**src/rtl/freq_to_wavelength.sv**
```systemverilog
// rtl/freq_to_wavelength.sv - converts a Q12.20 tone frequency into an oscillator period in clk cycles
// using a 64-step restoring divider; the published period is registered and held between updates.
module freq_to_wavelength #(
  parameter int CLOCK_FREQUENCY = 24000000,
  parameter int FRAC_BITS       = 20,
  parameter int RESET_LENGTH    = 436363
) (
  input  logic        clk,
  input  logic        reset_n,
  input  logic [31:0] freq,
  input  logic        freq_valid,
  output logic        freq_ready,
  output logic [31:0] wave_length,
  output logic        wave_length_valid,
  output logic        overflow,
  output logic        div_by_zero
);

  typedef enum logic [1:0] {
    IDLE,
    DIVIDE,
    PUBLISH
  } state_t;

  localparam logic [63:0] DIVIDEND_INIT = 64'(CLOCK_FREQUENCY) << FRAC_BITS;
  localparam logic [31:0] RESET_WL      = 32'(RESET_LENGTH);

  state_t      state;
  state_t      next_state;
  logic [31:0] divisor;
  logic [63:0] dividend;
  logic [31:0] remainder;
  logic [5:0]  count;
  logic        accept;
  logic [32:0] rem_shift;
  logic [32:0] rem_diff;
  logic        fits;

  assign accept    = (state == IDLE) && freq_ready && freq_valid;
  assign rem_shift = {remainder, dividend[63]};
  assign rem_diff  = rem_shift - {1'b0, divisor};
  // No borrow out of the trial subtraction means the shifted remainder covers the divisor.
  assign fits      = ~rem_diff[32];

  always_ff @(posedge clk) begin
    if (!reset_n) begin
      state <= IDLE;
    end else begin
      state <= next_state;
    end
  end

  always_comb begin
    next_state = state;
    case (state)
      IDLE: begin
        if (accept) begin
          next_state = (freq == 32'd0) ? PUBLISH : DIVIDE;
        end
      end
      DIVIDE: begin
        if (count == 6'd0) begin
          next_state = PUBLISH;
        end
      end
      PUBLISH: next_state = IDLE;
      default: next_state = IDLE;
    endcase
  end

  // The dividend register doubles as the quotient: each step shifts in one quotient bit at the LSB.
  always_ff @(posedge clk) begin
    if (!reset_n) begin
      wave_length       <= RESET_WL;
      wave_length_valid <= 1'b0;
      overflow          <= 1'b0;
      div_by_zero       <= 1'b0;
      freq_ready        <= 1'b0;
      divisor           <= 32'd0;
      dividend          <= 64'd0;
      remainder         <= 32'd0;
      count             <= 6'd0;
    end else begin
      freq_ready        <= (next_state == IDLE);
      wave_length_valid <= 1'b0;
      case (state)
        IDLE: begin
          if (accept) begin
            divisor     <= freq;
            overflow    <= 1'b0;
            div_by_zero <= 1'b0;
            dividend    <= DIVIDEND_INIT;
            remainder   <= 32'd0;
            count       <= 6'd63;
          end
        end
        DIVIDE: begin
          dividend  <= {dividend[62:0], fits};
          remainder <= fits ? rem_diff[31:0] : rem_shift[31:0];
          count     <= count - 6'd1;
        end
        PUBLISH: begin
          wave_length_valid <= 1'b1;
          if (divisor == 32'd0) begin
            wave_length <= 32'hFFFF_FFFF;
            div_by_zero <= 1'b1;
          end else if (dividend[63:32] != 32'd0) begin
            wave_length <= 32'hFFFF_FFFF;
            overflow    <= 1'b1;
          end else begin
            wave_length <= dividend[31:0];
          end
        end
        default: ;
      endcase
    end
  end

endmodule
```
**config.mk**
```make
export PLATFORM = sky130hd
export DESIGN_NAME = freq_to_wavelength
export DESIGN_NICKNAME = d
export VERILOG_FILES = /design/src/rtl/freq_to_wavelength.sv
export SDC_FILE = /design/constraint.sdc
export NUM_CORES = 1
export LEC_CHECK = 0
export CORE_MARGIN = 4
export CORE_UTILIZATION = 25
export DETAILED_ROUTE_END_ITERATION = 7
export PLACE_DENSITY = 0.53
export SETUP_SLACK_MARGIN = 0.5
export SKIP_CTS_REPAIR_TIMING = 1
export SYNTH_ARGS = -nofsm -noshare
export SYNTH_HDL_FRONTEND = slang
export SYNTH_SLANG_ARGS = --single-unit
```
**constraint.sdc**
```tcl
create_clock -name clk -period 2.75 [get_ports clk]
set_clock_uncertainty 0.2 [all_clocks]
set_input_delay 0.55 -clock clk [delete_from_list [all_inputs] [get_ports clk]]
set_output_delay 0.55 -clock clk [all_outputs]
set_load 0.01 [all_outputs]
```
==> impl_metrics.json, run 1 <==
{
  "layout.nets": 1319,
  "track_usage": 0.139,
  "grt_max_degree": 96,
  "synthCells": 1053,
  "ys_top_cells_by_area": "dfxtp_1, nand2_1, a21oi_1",
  "rsz0062_at_grt": "true",
  "ys_warn_count": 0,
  "holdPathStages": 2,
  "overflow": 0,
  "dp_hpwl_mm": 18.0,
  "syn_avg_cell_area_um2": 8.08,
  "synth-seq-cells": 172,
  "via_count": 8207,
  "end_kind": "flop",
  "power_density_nw_per_um2": 988,
  "wl_per_cell_um": 15.4,
  "routed_via_density": 4.80,
  "critPathKind": "flop to flop",
  "io_pins": 71,
  "ir_drop_v": 0.000703,
  "cp_max_fo": 5,
  "grt_pass1_vias": 8029,
  "worstPathRequired_ns": 2.92,
  "violations": "setup timing",
  "min_path_type": "flop to flop",
  "hold_viol_final": 0,
  "fmax_ghz": 0.333,
  "maxCapViolCount": 0,
  "cts.sinks": 172,
  "arrival_ns": 3.17,
  "die_area_um2": 37000,
  "fin_ws_ns": -0.250,
  "cts-root-buf": "clkbuf_16",
  "synth_ff_type": "dfxtp_1",
  "slew-limit-headroom": 0.624,
  "period_minus_slack_ns": 3.00,
  "drt_iter0_markers": 628,
  "reg2reg_depth": 13,
  "ant_nets": 0,
  "die_w_um": 192,
  "setup_viol": 32,
  "synth_top_cell_by_area": "dfxtp_1",
  "hp-start": "dividend[3]$_SDFFE_PN0P_",
  "startpoint_type": "flop",
  "routed_wl_mm": 26.4,
  "status": "finished, violations left",
  "finalCritPeriodShare": 1.09,
  "r2r_end": "remainder[0]$_SDFFE_PN0P_",
  "layout-drive-gt1-share": 0.234,
  "yosysSeqAreaShare": 0.405,
  "dp_cells": 1668,
  "cts_buffer_depth": 2,
  "clk_latency_ns": 0.44,
  "synthArstFlopShare": 0,
  "htree_levels": 4,
  "yosysTopAreaCellShare": 0.405,
  "syn_area_um2": 8510,
  "tns_ns": -6.54,
  "slew_violations": 0,
  "place_congestion": 0.832,
  "insertedDiodeCount": 0,
  "instances_no_fill": 1709,
  "cts_made_buffers": 17,
  "path_clk_slew_ns": 0.07,
  "drc": 0,
  "report.power.total_uw": 11800,
  "drt_first_pass_iters": 5,
  "synth_edf_count": 0,
  "start_util": 0.254,
  "hold_path_end": "dividend[4]$_SDFFE_PN0P_",
  "dieHeight_um": 192,
  "core_area_um2": 33500,
  "tightest_slew_ns": 0.559,
  "fin_util": 0.357,
  "synth_nets": 1123,
  "yosysUniqueCellTypes": 73,
  "antenna_found_initial": 2,
  "port_buffers": 70,
  "holdWs_ns": 0.261,
  "r2r_slack_ns": -0.25,
  "power.leakage_uw": 0.00473,
  "syn_to_final_growth_pct": 40.6,
  "rr_startpoint": "dividend[63]$_SDFFE_PN0P_",
  "tritoncts": "yes",
  "row_count": 67,
  "grt_pass1_wl_mm": 41.4
}
==> worst max-delay path by stage <==
stage,start,endpoint,depth (start not counted)
4_1_cts,dividend[63]$_SDFFE_PN0P_,remainder[2]$_SDFFE_PN0P_,13
3_3_place_gp,dividend[63]$_SDFFE_PN0P_,remainder[4]$_SDFFE_PN0P_,13
3_5_place_dp,dividend[63]$_SDFFE_PN0P_,remainder[12]$_SDFFE_PN0P_,13
2_1_floorplan,dividend[63]$_SDFFE_PN0P_,remainder[10]$_SDFFE_PN0P_,13
6_report,dividend[63]$_SDFFE_PN0P_,remainder[0]$_SDFFE_PN0P_,13
5_1_grt,dividend[63]$_SDFFE_PN0P_,remainder[9]$_SDFFE_PN0P_,13
==> registers in the layout, indices dropped and copies added (netlist names) <==
| name | count |
|---|---|
| count | 6 |
| div_by_zero | 1 |
| dividend | 64 |
| divisor | 32 |
| freq_ready | 1 |
| overflow | 1 |
| remainder | 32 |
| state | 2 |
| wave_length | 32 |
| wave_length_valid | 1 |
==> where the power goes <==
part / switching [uW] / total (uW) / internal [uW]
combinational: 3250 / 6620 / 3370
sequential: 137 / 2800 / 2660
clock: 1120 / 2390 / 1270
==> Yosys cell counts (5+ instances only) <==
master and n:
o221a_2 23, buf_1 11, nor3_1 5, o21ai_1 27, a21o_1 11, inv_1 43
o31ai_1 5, nor2_1 56, xor2_1 5, a21oi_1 132, nor2b_1 6, nand4_1 9
xnor2_1 18, nand3_1 69, o21ai_0 34, clkbuf_1 49, ha_1 34, o22ai_1 11
nor4_1 26, mux2i_1 28, buf_2 6, a211oi_1 9, nand2_1 185, dfxtp_1 172
==> through the flow <==
stage               instance area [um^2]  worst slack [ns]
detailed placement                 10800            -0.336
global route                       12000            -0.404
CTS                                11400            -0.355
global placement                   10800            -0.263
floorplan                           8540           -0.0888
finish                             12000            -0.250
==> critical path: stages (launching register included) <==
cell and delay [ns]:
dfxtp_2 0.32, inv_2 0.06, ha_4 0.13, inv_2 0.03, fa_2 0.36, a211oi_2 0.24, o211ai_1 0.16, nand3_1 0.14
nand3_2 0.13, a2111o_1 0.45, nand3_4 0.19, buf_6 0.12, mux2_4 0.28, o21ai_1 0.11
==> area by class of cell <==
class	count	area (um^2)
well taps	448	561
repair buffers	246	2170
clock buffers	18	429
multi-input cells	768	5050
fillers	3539	21600
inverters	44	165
flip-flops and latches	172	3450
clock inverters	13	135
==> cell usage in the layout, fill, tap and decap left out, types with 4 or more instances in the layout <==
master,n
o221a_2,5
dfxtp_1,167
a21oi_1,132
ha_1,29
nand2_1,183
o21ai_1,30
inv_1,41
o22ai_1,5
o221a_4,18
a21o_1,11
o21a_1,4
nand3_1,66
dfxtp_2,5
xnor2_1,18
buf_12,7
mux2i_1,25
o31ai_1,5
o21ai_0,30
clkinv_4,5
nor2_1,53
clkdlybuf4s50_1,69
xor2_1,5
buf_4,162
buf_6,4
a211oi_1,6
nor4_1,21
and3_1,4
nand4_1,9
a32oi_1,4
clkbuf_16,19
==> kinds of logic after synthesis <==
family,after synthesis,share of synthesized area
mux,29,0.0343
xor+xnor,23,0.0237
simple gates,381,0.203
compound gates,300,0.226
flops,172,0.405
fa+ha+maj,35,0.0524
buf+inv,113,0.0559
==> metal layers <==
metal / wire [um] / global-route usage
met5: 21 / 0
met4: 238 / 0.0329
met3: 1290 / 0.0400
met2: 12000 / 0.219
met1: 12800 / 0.188
Note: power is estimated with default switching activity, not from simulation.
==> inputs of run 2 (changes only) <==
Settings changed: CORE_ASPECT_RATIO set to 0.75.
==> run 2 against run 1 <==
Against the previous run:
- the flow still finishes with violations (setup timing)
- sequential cell count unchanged
- design area down 4.9%
- count of clock-buffer cells in the layout up 1
- sequential share of layout area up 1.5 points
- global-route usage down 0.91 points
- combinational power down 3.6%
- maximum frequency up 0.70%
- utilization down 1.8 points
- clock power up 6%
- critical path type unchanged
- critical endpoint is now remainder[14]$_SDFFE_PN0P_
- largest power group unchanged
==> impl_metrics.json, run 2 (synthesized netlist as in run 1, its figures left out) <==
{
  "status": "finished, violations left",
  "violations": "setup timing",
  "fin_ws_ns": -0.229,
  "wl_per_cell_um": 14.4,
  "netSwitchingFraction": 0.379,
  "finalCritPeriodShare": 1.08,
  "combPwrFrac": 0.544,
  "largest_register_ffs": 64,
  "routed_via_density": 4.80,
  "overflow": 0,
  "arrival_ns": 3.08,
  "min_path_type": "flop to flop",
  "htree_levels": 4,
  "die_area_um2": 37100,
  "power_density_nw_per_um2": 1030,
  "p_int_uw": 7280,
  "dieHeight_um": 168,
  "cts.sinks": 172,
  "layout.nets": 1288,
  "insertedDiodeCount": 0,
  "drc": 0,
  "final_common_cell": "nand2_1",
  "antenna_found_initial": 0,
  "setup_viol": 33,
  "clk_latency_ns": 0.44,
  "drt_iter0_markers": 553,
  "grt_max_degree": 100,
  "holdPathStages": 2,
  "syn_to_final_growth_pct": 33.6,
  "hold_viol_final": 0,
  "path_clk_slew_ns": 0.08,
  "tritoncts": "yes",
  "dp_hpwl_mm": 16.9,
  "reg2reg_depth": 13,
  "end_kind": "flop",
  "tightest_slew_ns": 1.06,
  "holdWs_ns": 0.270,
  "via_count": 8071,
  "grt_pass1_wl_mm": 40.2,
  "seqPwrFrac": 0.239,
  "p_sw_uw": 4440,
  "place_congestion": 0.834,
  "io_pins": 71,
  "period_minus_slack_ns": 2.98,
  "rsz0062_at_grt": "true",
  "grt_pass1_vias": 7787,
  "cts-root-buf": "clkbuf_16",
  "track_usage": 0.130,
  "tns_ns": -5.94,
  "grt_use_met1": 0.171,
  "grt_util_met3": 0.0291,
  "cts_made_buffers": 17,
  "routed_wl_mm": 24.1,
  "regMostFlops": "dividend",
  "busiest_layer": "met2",
  "die_w_um": 221,
  "core_area_um2": 33500,
  "startpoint_type": "flop",
  "ant_nets": 0,
  "layout-drive-gt1-share": 0.199,
  "p_clk_frac": 0.217,
  "critPathKind": "flop to flop",
  "port_buffers": 70,
  "use_met2": 0.216,
  "power.leakage_uw": 0.00445,
  "slew_violations": 0,
  "mostFrequentLayoutCells": "nand2_1, dfxtp_1, buf_4",
  "cp_max_fo": 16,
  "slew-limit-headroom": 0.295,
  "maxCapViolCount": 0,
  "worstPathRequired_ns": 2.85,
  "fmax_ghz": 0.336,
  "start_util": 0.254,
  "row_count": 58,
  "drt_first_pass_iters": 5,
  "ir_drop_v": 0.000722,
  "cts_buffer_depth": 2
}
run 2: changes by cell type in the layout (fill, tap and decap cells not counted), sizes merged:
cell / previous run / this run
inv: 49 / 52
buf: 174 / 145
clkinv: 7 / 2
clkinvlp: 0 / 1
dlymetal6s2s: 1 / 0
clkdlybuf4s50: 69 / 70
bufinv: 1 / 2
clkbuf: 20 / 19
run 2: layout make-up:
cell class | instances | area (um^2)
clock buffers | 19 | 443
fillers | 3504 | 22200
multi-input cells | 768 | 4720
clock inverters | 13 | 169
flip-flops and latches | 172 | 3450
repair buffers | 215 | 1860
well taps | 450 | 563
inverters | 44 | 165
run 2: through the flow:
| stage | total power [uW] | instances | util | instance area [um^2] | setup slack, ns |
|---|---|---|---|---|---|
| 2_1_floorplan | 6950 | 1053 | - | 8540 | -0.0888 |
| 3_3_place_gp | 8750 | 1645 | 0.317 | 10600 | -0.260 |
| 3_5_place_dp | 8810 | 1645 | 0.317 | 10600 | -0.370 |
| 4_1_cts | 11400 | 1677 | 0.336 | 11300 | -0.391 |
| 5_1_grt | 12500 | 1681 | 0.339 | 11400 | -0.406 |
| 6_report | 11700 | 1681 | 0.339 | 11400 | -0.229 |
run 2: worst paths after layout:
check                                          startpoint                         end  slack (ns)
worst min register to register   dividend[8]$_SDFFE_PN0P_    dividend[9]$_SDFFE_PN0P_        0.27
worst max-delay path            dividend[63]$_SDFFE_PN0P_  remainder[14]$_SDFFE_PN0P_       -0.23
worst max register to register  dividend[63]$_SDFFE_PN0P_  remainder[14]$_SDFFE_PN0P_       -0.23
worst min-delay path             dividend[8]$_SDFFE_PN0P_    dividend[9]$_SDFFE_PN0P_        0.27
run 2: power groups by stage:
stage / registers (uW) / clock network, uW / logic [uW]
finish: 2790 / 2540 / 6380
global route: 2820 / 2730 / 6950
CTS: 2790 / 2610 / 6010
detailed placement: 2850 / 0 / 5960
global placement: 2850 / 0 / 5900
floorplan: 2810 / 0 / 4140
run 2: metal layers:
layer	routed length, um	vias up
li1	-	4105
met1	11600	3822
met4	405	0
met2	11200	121
met3	912	23
met5	0	-
run 2: worst max-delay path, cell delays in order (launching register included):
cell,delay (ns)
dfxtp_2,0.33
inv_2,0.07
ha_4,0.12
inv_2,0.03
fa_2,0.36
a211oi_2,0.26
o211ai_1,0.16
nand3_1,0.14
nand3_2,0.11
a2111o_1,0.44
nand3_4,0.15
buf_12,0.19
mux2i_1,0.21
o21ai_1,0.07
